**config.mk**
```make
export PLATFORM = sky130hd
export DESIGN_NAME = fight_referee
export DESIGN_NICKNAME = d
export VERILOG_FILES = /design/src/rtl/fight_referee.sv
export SDC_FILE = /design/constraint.sdc
export NUM_CORES = 1
export LEC_CHECK = 0
export ABC_AREA = 0
export BUFFER_PORTS_ARGS = -buffer_cell sky130_fd_sc_hd__buf_2
export CORE_MARGIN = 8
export CORE_UTILIZATION = 45
export CTS_BUF_LIST = sky130_fd_sc_hd__clkbuf_16
export DETAILED_ROUTE_END_ITERATION = 12
export PLACE_DENSITY_LB_ADDON = 0.2
export RECOVER_POWER = 100
export SETUP_SLACK_MARGIN = 0.4
export SYNTH_ARGS = -nofsm -noshare
export SYNTH_HDL_FRONTEND = slang
export SYNTH_SLANG_ARGS = --single-unit
```
**constraint.sdc**
```tcl
create_clock -name clk -period 2.15 [get_ports clk]
set_input_delay 0.1075 -clock clk [delete_from_list [all_inputs] [get_ports clk]]
set_output_delay 0.1075 -clock clk [all_outputs]
set_load 0.02 [all_outputs]
```
**src/rtl/fight_referee.sv**
```systemverilog
// fight_referee: match controller that paces steps, latches actions, judges rounds and the match
// Ports:
//   clk, rst_n             clock and synchronous active-low reset
//   start                  begin a match (honoured only in IDLE or MATCH_END)
//   action1_in/action2_in  raw player action codes
//   health1/health2        player health, 0 means KO
//   step                   one-cycle game-step strobe (FIGHT only)
//   action1/action2        latched actions shown to the players (await outside FIGHT)
//   round_rst              one-cycle pulse at the start of every countdown
//   phase                  0 IDLE, 1 COUNTDOWN, 2 FIGHT, 3 ROUND_END, 4 MATCH_END
//   time_left, round_num   steps left in the round, rounds started in the match
//   wins1/wins2            round wins per player
//   round_over/match_over  phase flags for ROUND_END / MATCH_END
//   winner                 00 none, 01 P1, 10 P2, 11 draw
module fight_referee #(
    parameter int TICK_DIV        = 4,
    parameter int COUNTDOWN_STEPS = 3,
    parameter int ROUND_STEPS     = 20,
    parameter int ROUNDS_TO_WIN   = 2,
    parameter int MAX_ROUNDS      = 3
) (
    input  logic       clk,
    input  logic       rst_n,
    input  logic       start,
    input  logic [2:0] action1_in,
    input  logic [2:0] action2_in,
    input  logic [1:0] health1,
    input  logic [1:0] health2,
    output logic       step,
    output logic [2:0] action1,
    output logic [2:0] action2,
    output logic       round_rst,
    output logic [2:0] phase,
    output logic [4:0] time_left,
    output logic [2:0] round_num,
    output logic [1:0] wins1,
    output logic [1:0] wins2,
    output logic       round_over,
    output logic       match_over,
    output logic [1:0] winner
);
    typedef enum logic [2:0] {
        IDLE      = 3'd0,
        COUNTDOWN = 3'd1,
        FIGHT     = 3'd2,
        ROUND_END = 3'd3,
        MATCH_END = 3'd4
    } phase_t;

    localparam logic [3:0] DIV_LAST = 4'(TICK_DIV - 1);
    localparam logic [3:0] DIV_CAP  = 4'(TICK_DIV - 2);
    localparam logic [3:0] CD_LAST  = 4'(COUNTDOWN_STEPS - 1);
    localparam logic [4:0] T_LOAD   = 5'(ROUND_STEPS);
    localparam logic [1:0] WIN_MAX  = 2'(ROUNDS_TO_WIN);
    localparam logic [2:0] R_MAX    = 3'(MAX_ROUNDS);
    localparam logic [2:0] AWAIT    = 3'b010;

    phase_t     phase_q, phase_d;
    logic [3:0] div_q, div_d, cd_q, cd_d;
    logic [4:0] time_q, time_d;
    logic [2:0] round_q, round_d, act1_q, act1_d, act2_q, act2_d;
    logic [1:0] wins1_q, wins1_d, wins2_q, wins2_d, winner_q, winner_d, res;
    logic       eval_q, eval_d, rr_q, rr_d;

    assign step = (phase_q == FIGHT) && (div_q == DIV_LAST);

    // Round verdict from the health seen in the eval cycle; KO outranks timeout, 00 = keep fighting
    assign res = (health1 == 2'd0 && health2 == 2'd0) ? 2'b11 :
                 (health2 == 2'd0)                    ? 2'b01 :
                 (health1 == 2'd0)                    ? 2'b10 :
                 (time_q != 5'd0)                     ? 2'b00 :
                 (health1 > health2)                  ? 2'b01 :
                 (health2 > health1)                  ? 2'b10 : 2'b11;

    always_comb begin
        phase_d  = phase_q;
        cd_d     = cd_q;
        time_d   = time_q;
        round_d  = round_q;
        wins1_d  = wins1_q;
        wins2_d  = wins2_q;
        winner_d = winner_q;
        eval_d   = 1'b0;
        rr_d     = 1'b0;
        case (phase_q)
            IDLE, MATCH_END: begin
                if (start) begin
                    phase_d  = COUNTDOWN;
                    round_d  = 3'd1;
                    wins1_d  = 2'd0;
                    wins2_d  = 2'd0;
                    time_d   = T_LOAD;
                    winner_d = 2'b00;
                    cd_d     = 4'd0;
                    rr_d     = 1'b1;
                end
            end
            COUNTDOWN: begin
                if (div_q == DIV_LAST) begin
                    if (cd_q == CD_LAST) phase_d = FIGHT;
                    else cd_d = cd_q + 4'd1;
                end
            end
            FIGHT: begin
                if (step) begin
                    time_d = (time_q == 5'd0) ? 5'd0 : time_q - 5'd1;
                    eval_d = 1'b1;
                end
                if (eval_q && res != 2'b00) begin
                    phase_d  = ROUND_END;
                    winner_d = res;
                    wins1_d  = wins1_q + {1'b0, res == 2'b01};
                    wins2_d  = wins2_q + {1'b0, res == 2'b10};
                end
            end
            ROUND_END: begin
                if (div_q == DIV_LAST) begin
                    if (wins1_q == WIN_MAX || wins2_q == WIN_MAX || round_q == R_MAX) begin
                        phase_d  = MATCH_END;
                        winner_d = (wins1_q > wins2_q) ? 2'b01 : (wins2_q > wins1_q) ? 2'b10 : 2'b11;
                    end else begin
                        phase_d  = COUNTDOWN;
                        round_d  = round_q + 3'd1;
                        time_d   = T_LOAD;
                        winner_d = 2'b00;
                        cd_d     = 4'd0;
                        rr_d     = 1'b1;
                    end
                end
            end
            default: phase_d = IDLE;
        endcase
        // The divider only runs inside a timed phase and restarts on every phase change
        div_d  = ((phase_q inside {COUNTDOWN, FIGHT, ROUND_END}) && phase_d == phase_q && div_q != DIV_LAST)
                 ? div_q + 4'd1 : 4'd0;
        act1_d = (phase_d != FIGHT) ? AWAIT : (div_q == DIV_CAP) ? action1_in : act1_q;
        act2_d = (phase_d != FIGHT) ? AWAIT : (div_q == DIV_CAP) ? action2_in : act2_q;
    end

    always_ff @(posedge clk) begin
        if (!rst_n) begin
            phase_q  <= IDLE;
            div_q    <= 4'd0;
            cd_q     <= 4'd0;
            time_q   <= 5'd0;
            round_q  <= 3'd0;
            wins1_q  <= 2'd0;
            wins2_q  <= 2'd0;
            winner_q <= 2'b00;
            eval_q   <= 1'b0;
            rr_q     <= 1'b0;
            act1_q   <= AWAIT;
            act2_q   <= AWAIT;
        end else begin
            phase_q  <= phase_d;
            div_q    <= div_d;
            cd_q     <= cd_d;
            time_q   <= time_d;
            round_q  <= round_d;
            wins1_q  <= wins1_d;
            wins2_q  <= wins2_d;
            winner_q <= winner_d;
            eval_q   <= eval_d;
            rr_q     <= rr_d;
            act1_q   <= act1_d;
            act2_q   <= act2_d;
        end
    end

    assign action1    = act1_q;
    assign action2    = act2_q;
    assign round_rst  = rr_q;
    assign phase      = phase_q;
    assign time_left  = time_q;
    assign round_num  = round_q;
    assign wins1      = wins1_q;
    assign wins2      = wins2_q;
    assign round_over = (phase_q == ROUND_END);
    assign match_over = (phase_q == MATCH_END);
    assign winner     = winner_q;
endmodule

```
**After elaboration in Yosys (flattened, before gate mapping)**

Cells that the tools add are included.
W data, S select, Z words.

- Reduce and logical (&&, ||, !) cells: 27
- Equal/unequal tests: 22
- Bitwise operators: 1
- Muxes and demuxes: 45
- Magnitude comparators: 4
- $add $sub $neg: 6

Operators by type and width:

| cell | number |
|---|---|
| $mux W3 | 9 |
| $mux W5 | 5 |
| $mux W2 | 12 |
| $mux W4 | 5 |
| $pmux W5 S3 | 1 |
| $eq A4 B2 Y1 const B | 3 |
| $pmux W3 S4 | 1 |
| $pmux W4 S3 | 1 |
| $ne A2 B2 Y1 const B | 5 |
| $eq A3 B2 Y1 const B | 3 |
| $reduce_bool A3 Y1 | 3 |
| $add A4 B1 Y4 const B | 2 |
| $gt A2 B2 Y1 | 4 |
| $pmux W2 S2 | 2 |
| $reduce_and A4 Y1 | 2 |
| $eq A2 B2 Y1 const B | 3 |
| $mux W1 | 6 |
| $pmux W2 S3 | 1 |
| $pmux W3 S2 | 1 |
| $reduce_and A6 Y1 | 1 |
| $reduce_bool A2 Y1 | 3 |
| $logic_and A1 B1 Y1 | 5 |
| $logic_not A5 Y1 | 1 |
| $reduce_and A5 Y1 | 1 |
| other kinds (19) | 25 |

- Logic and storage cells: 117
- Output and inout bits: 27
- Bits in registers: 33

**Longest topological paths before layout**

- Depth after elaboration: 15
- Gate-level depth with buffers: 9
- Depth with buffers taken out: 9

**Worst setup path before layout**

Ideal clock, no wire load.

- Path type: reg-to-reg
- From: register round_q[0], in the netlist round_num[0]
- To: register time_q[3], in the netlist time_left[3]
- Arrival: 2.162 ns
- Clock period less this slack: 2.232 ns
- Path buffers: 1
- Setup time: 0.070 ns
- Stages on the path, launching flop included: 8
- Path slack: -0.082 ns
- Path through: dfxtp_1 -> ha_1 -> ha_1 -> or3_1 -> buf_2 -> a22o_4 -> or4b_1 -> a21boi_1

- Word-level cells in the longest chain between the ends: 4

RTL lines:

| element | line | RTL |
|---|---|---|
| start: declaration | 61 | `logic [2:0] round_q, round_d, act1_q, act1_d, act2_q, act2_d;` |
| start signal: assignment | 159 | `round_q <= round_d;` |
| $eq A3 B2 Y1 | 118 | `if (wins1_q == WIN_MAX \|\| wins2_q == WIN_MAX \|\| round_q == R_MAX) begin` |
| $logic_or A1 B1 Y1 | 118 |  |
| $ne A2 B2 Y1 (no source line) | - |  |
| $reduce_and A5 Y1 (no source line) | - |  |
| end signal: assignment | 158 | `time_q <= time_d;` |
| end: declaration | 60 | `logic [4:0] time_q, time_d;` |

Every way passes these cells.
A chain may end at the register's enable or synchronous reset.

**Worst setup path after layout**

- From: register div_q[0]
- To: register round_q[0], in the netlist round_num[0]

- Word-level cells in the longest chain between the ends: 3

RTL lines:

| element | line | RTL |
|---|---|---|
| start: declaration | 59 | `logic [3:0] div_q, div_d, cd_q, cd_d;` |
| start signal: assignment | 156 | `div_q <= div_d;` |
| $eq A4 B2 Y1 | 117 | `if (div_q == DIV_LAST) begin` |
| $ne A2 B1 Y1 (no source line) | - |  |
| $reduce_and A4 Y1 (no source line) | - |  |

Every way passes these cells.

==> metrics.txt <==
# TYPE chip_impl_metric gauge
chip_impl_info{name="outcome",value="finished, final reports clean"} 1
chip_impl_metric{name="initial_core_util",unit=""} 0.4594
chip_impl_metric{name="ant_nets",unit=""} 0
chip_impl_info{name="cts_tree",value="built"} 1
chip_impl_metric{name="post_route_cells_drive_above_1_share",unit=""} 0.3039
chip_impl_metric{name="synthesis.nets",unit=""} 238
chip_impl_info{name="top_reg_cell_synth",value="sky130_fd_sc_hd__dfxtp_1"} 1
chip_impl_metric{name="cts-buffers-inserted",unit=""} 5
chip_impl_metric{name="gr-total-overflow",unit=""} 0
chip_impl_metric{name="drv_slew",unit=""} 0
chip_impl_info{name="rsz0062_at_grt",value="yes"} 1
chip_impl_metric{name="worst-endpoint-arrival",unit="ps"} 2190
chip_impl_info{name="cp-end-kind",value="register"} 1
chip_impl_metric{name="floorplan.die.height",unit="um"} 79.21
chip_impl_metric{name="crit_path_max_fanout",unit=""} 4
chip_impl_metric{name="htree_levels",unit=""} 2
chip_impl_info{name="synth.top_cells.by_area",value="sky130_fd_sc_hd__dfxtp_1, sky130_fd_sc_hd__ha_1, sky130_fd_sc_hd__nand2_1"} 1
chip_impl_metric{name="drt_first_iter_violations",unit=""} 88
chip_impl_metric{name="tightest_slew",unit="ps"} 628.9
chip_impl_metric{name="final_critical_path_share_of_the_clock_period",unit=""} 0.9197
chip_impl_info{name="crit_path_start_kind",value="register"} 1
chip_impl_metric{name="clk-insertion-delay-late",unit="ps"} 280
chip_impl_metric{name="postLayoutSetupSlackWorst",unit="ps"} 172.5
chip_impl_metric{name="seq_cell_area",unit="sq um"} 679.4
chip_impl_metric{name="number_of_max_cap_violations",unit=""} 0
chip_impl_metric{name="maxSlewHeadroom",unit=""} 0.5798
chip_impl_metric{name="cts.hold.buffers_added",unit=""} 0
chip_impl_metric{name="synth_enable_flop_cells",unit=""} 0
chip_impl_metric{name="setup_viol",unit=""} 0
chip_impl_metric{name="viasPerCell",unit=""} 5.426
chip_impl_metric{name="worst_clock_skew",unit="ps"} 5.405
chip_impl_metric{name="placement.io_buffers",unit=""} 39
chip_impl_metric{name="detail_route.first_pass.iterations",unit=""} 4
chip_impl_metric{name="postSynthRegisterBits",unit=""} 33
chip_impl_metric{name="antenna_cells_inserted",unit=""} 0
chip_impl_metric{name="static_leakage",unit="nW"} 1.083
chip_impl_metric{name="synth-seq-area-share",unit=""} 0.3674
chip_impl_metric{name="num_rows",unit=""} 23
chip_impl_metric{name="floorplan.die_area",unit="sq um"} 6274
chip_impl_metric{name="clock_tree.buffer_depth",unit=""} 2
chip_impl_info{name="clock_tree.root_cell",value="sky130_fd_sc_hd__clkbuf_16"} 1
chip_impl_metric{name="maximum_number_of_pins_on_one_net_before_global_route_repair",unit=""} 24
chip_impl_metric{name="timing_hold_violations_final",unit=""} 0
chip_impl_metric{name="grt_pass1_wl",unit="mm"} 8.135
chip_impl_metric{name="required",unit="ps"} 2360
chip_impl_metric{name="ir_drop",unit="uV"} 426.8
chip_impl_metric{name="detail_route.drc_violations",unit=""} 0
chip_impl_metric{name="grt_antenna_before_repair",unit=""} 0
chip_impl_metric{name="fin_cells",unit=""} 333
chip_impl_info{name="critPathKind",value="reg -> reg"} 1
chip_impl_metric{name="placeable_core_region",unit="sq um"} 3914
chip_impl_metric{name="clk_pin_slew_worst_paths",unit="ps"} 50
chip_impl_metric{name="synthesis.instances",unit=""} 211
chip_impl_metric{name="first_global_vias",unit=""} 1795
chip_impl_metric{name="routed_wirelength",unit="mm"} 5.366
chip_impl_metric{name="ys.warnings.count",unit=""} 0
chip_impl_metric{name="synth.cell_area",unit="sq um"} 1798
chip_impl_metric{name="grt.total_usage",unit=""} 0.1592
chip_impl_metric{name="hpwl",unit="mm"} 3.302
chip_impl_metric{name="tritoncts_num_sinks",unit=""} 33
chip_impl_metric{name="synthDominantCellAreaShare",unit=""} 0.3674
chip_impl_metric{name="io_pins",unit=""} 40
chip_impl_metric{name="async_flop_share",unit=""} 0
chip_impl_metric{name="synthToLayoutAreaGrowth",unit="%"} 46.69
chip_impl_metric{name="detailedPlace.worstSlack",unit="ps"} 166.1
chip_impl_metric{name="timing.fmax",unit="MHz"} 505.7
chip_impl_metric{name="routedWlPerCell",unit="um"} 16.11
chip_impl_metric{name="total_vias_in_the_final_route",unit=""} 1807
chip_impl_metric{name="final_net_count",unit=""} 309
chip_impl_metric{name="syn_area_per_cell",unit="sq um"} 8.521
chip_impl_metric{name="yosysUniqueCellTypes",unit=""} 45
chip_impl_metric{name="die_width",unit="um"} 79.21
chip_impl_metric{name="finalCriticalPeriod",unit="ps"} 1977
chip_impl_metric{name="multi_input_comb_area",unit="sq um"} 1269
chip_impl_metric{name="finalWeightedCongestion",unit=""} 0.8059
chip_impl_info{name="yosys.area.top_type",value="sky130_fd_sc_hd__dfxtp_1"} 1
chip_impl_metric{name="n_fill_cell",unit=""} 355
chip_impl_metric{name="power.density",unit="nW/um^2"} 586.1
chip_impl_metric{name="place.detailed.instances",unit=""} 306
chip_impl_metric{name="setup_total_negative_slack",unit="ps"} 0
chip_impl_info{name="min-delay-path-class",value="in -> reg"} 1
==> sequential cells by signal, indices dropped and copies added (netlist names) <==
| register | cells |
|---|---|
| time_left | 5 |
| cd_q | 4 |
| div_q | 4 |
| action1 | 3 |
| action2 | 3 |
| phase | 3 |
| round_num | 3 |
| winner | 2 |
| wins1 | 2 |
| wins2 | 2 |
| eval_q | 1 |
| round_rst | 1 |
==> report_power, final <==
group / internal [mW] / total (mW) / switching (mW)
Clock: 0.491 / 0.747 / 0.256
Sequential: 0.620 / 0.635 / 0.0149
Combinational: 0.0702 / 0.164 / 0.0934
Total: 1.18 / 1.55 / 0.365
==> cells in the final DEF, fill, tap and decap left out, drive strengths merged, types with 2 or more instances in the layout <==
cell,instances
buf,41
clkbuf,35
dfxtp,33
nand2,19
nor2,19
inv,15
ha,14
nand3,13
o21ai,8
nor3,8
a21oi,7
a21boi,7
mux2i,6
nor2b,5
nor3b,5
o21a,4
or3,4
and3,3
o211a,3
o311ai,3
xnor2,3
xor2,2
and2,2
nand3b,2
nand2b,2
or2,2
nor4b,2
==> cell usage after synthesis, types with 3 or more instances <==
master                     count
sky130_fd_sc_hd__a21boi_0      5
sky130_fd_sc_hd__a21oi_1       7
sky130_fd_sc_hd__and3_1        3
sky130_fd_sc_hd__clkbuf_1      4
sky130_fd_sc_hd__dfxtp_1      33
sky130_fd_sc_hd__ha_1         14
sky130_fd_sc_hd__inv_1        14
sky130_fd_sc_hd__mux2i_1       6
sky130_fd_sc_hd__nand2_1      19
sky130_fd_sc_hd__nand3_1      13
sky130_fd_sc_hd__nor2_1       19
sky130_fd_sc_hd__nor2b_1       5
sky130_fd_sc_hd__nor3_1        8
sky130_fd_sc_hd__nor3b_1       4
sky130_fd_sc_hd__o211a_1       3
sky130_fd_sc_hd__o21a_1        4
sky130_fd_sc_hd__o21ai_0       8
sky130_fd_sc_hd__or3_1         4
sky130_fd_sc_hd__xnor2_1       3
==> what timing repair did <==
item	4_1_cts	5_1_grt
setup endpoints to repair	29	31
buffers inserted	9	10
cloned	0	0
pin swaps	13	19
resized for setup	21	40
==> worst max-delay path, stage by stage, from the launching register on <==
cell and delay, ps:
sky130_fd_sc_hd__dfxtp_1 380, sky130_fd_sc_hd__ha_1 200, sky130_fd_sc_hd__nor3b_4 260, sky130_fd_sc_hd__clkbuf_4 190, sky130_fd_sc_hd__buf_6 100, sky130_fd_sc_hd__buf_6 110
sky130_fd_sc_hd__nand3_4 90, sky130_fd_sc_hd__or2_4 310, sky130_fd_sc_hd__nand2_1 110, sky130_fd_sc_hd__o211a_1 150
==> layout make-up <==
cell class,instances,area share
tap,50,0.02372
inverter,14,0.02087
sequential,33,0.2576
clock buffer,6,0.05693
timing repair buffer,70,0.1570
multi-input combinational,158,0.4810
clock inverter,2,0.002846
==> final timing paths <==
| path | from | endpoint | slack (ps) | depth (start not counted) |
|---|---|---|---|---|
| worst max-delay path | div_q[0] | round_num[0] | 170 | 9 |
| worst min-delay path | action2_in[1] | action2[1] | 80 | 3 |
| worst max register to register | div_q[0] | round_num[0] | 170 | 9 |
| worst min register to register | div_q[0] | div_q[0] | 490 | 1 |
==> cell families (layout without fill, tap and decap cells) <==
family / after synthesis / count (layout) / share of synthesized area
adders and majority gates: 14 / 14 / 0.09743
buffers and inverters: 20 / 92 / 0.04314
xor gates and xnor gates: 5 / 5 / 0.02436
DFF: 33 / 33 / 0.3674
AOI/OAI and AO/OA: 44 / 44 / 0.1796
muxes: 6 / 6 / 0.03340
and+or+nand+nor: 89 / 89 / 0.2547
==> layer usage <==
layer,part of all wire,routed length (um),track usage
met1,0.41,2223,0.1757
met2,0.52,2780,0.2909
met3,0.051,274,0.03837
met4,0.016,88,0.05000
met5,0,0,0
==> stage by stage <==
| step | area [sq um] | power [mW] | util | hold slack [ps] |
|---|---|---|---|---|
| global placement | 2188 | 0.7877 | 0.5591 | 339.6 |
| finish | 2638 | 1.546 | 0.6739 | 84.11 |
| floorplan | 1874 | 0.7394 | - | 250.8 |
| CTS | 2485 | 1.542 | 0.6349 | 73.46 |
| global route | 2638 | 1.602 | 0.6739 | 87.09 |
| detailed placement | 2188 | 0.7904 | 0.5591 | 361.3 |
Note: power is estimated with default switching activity, not from simulation.
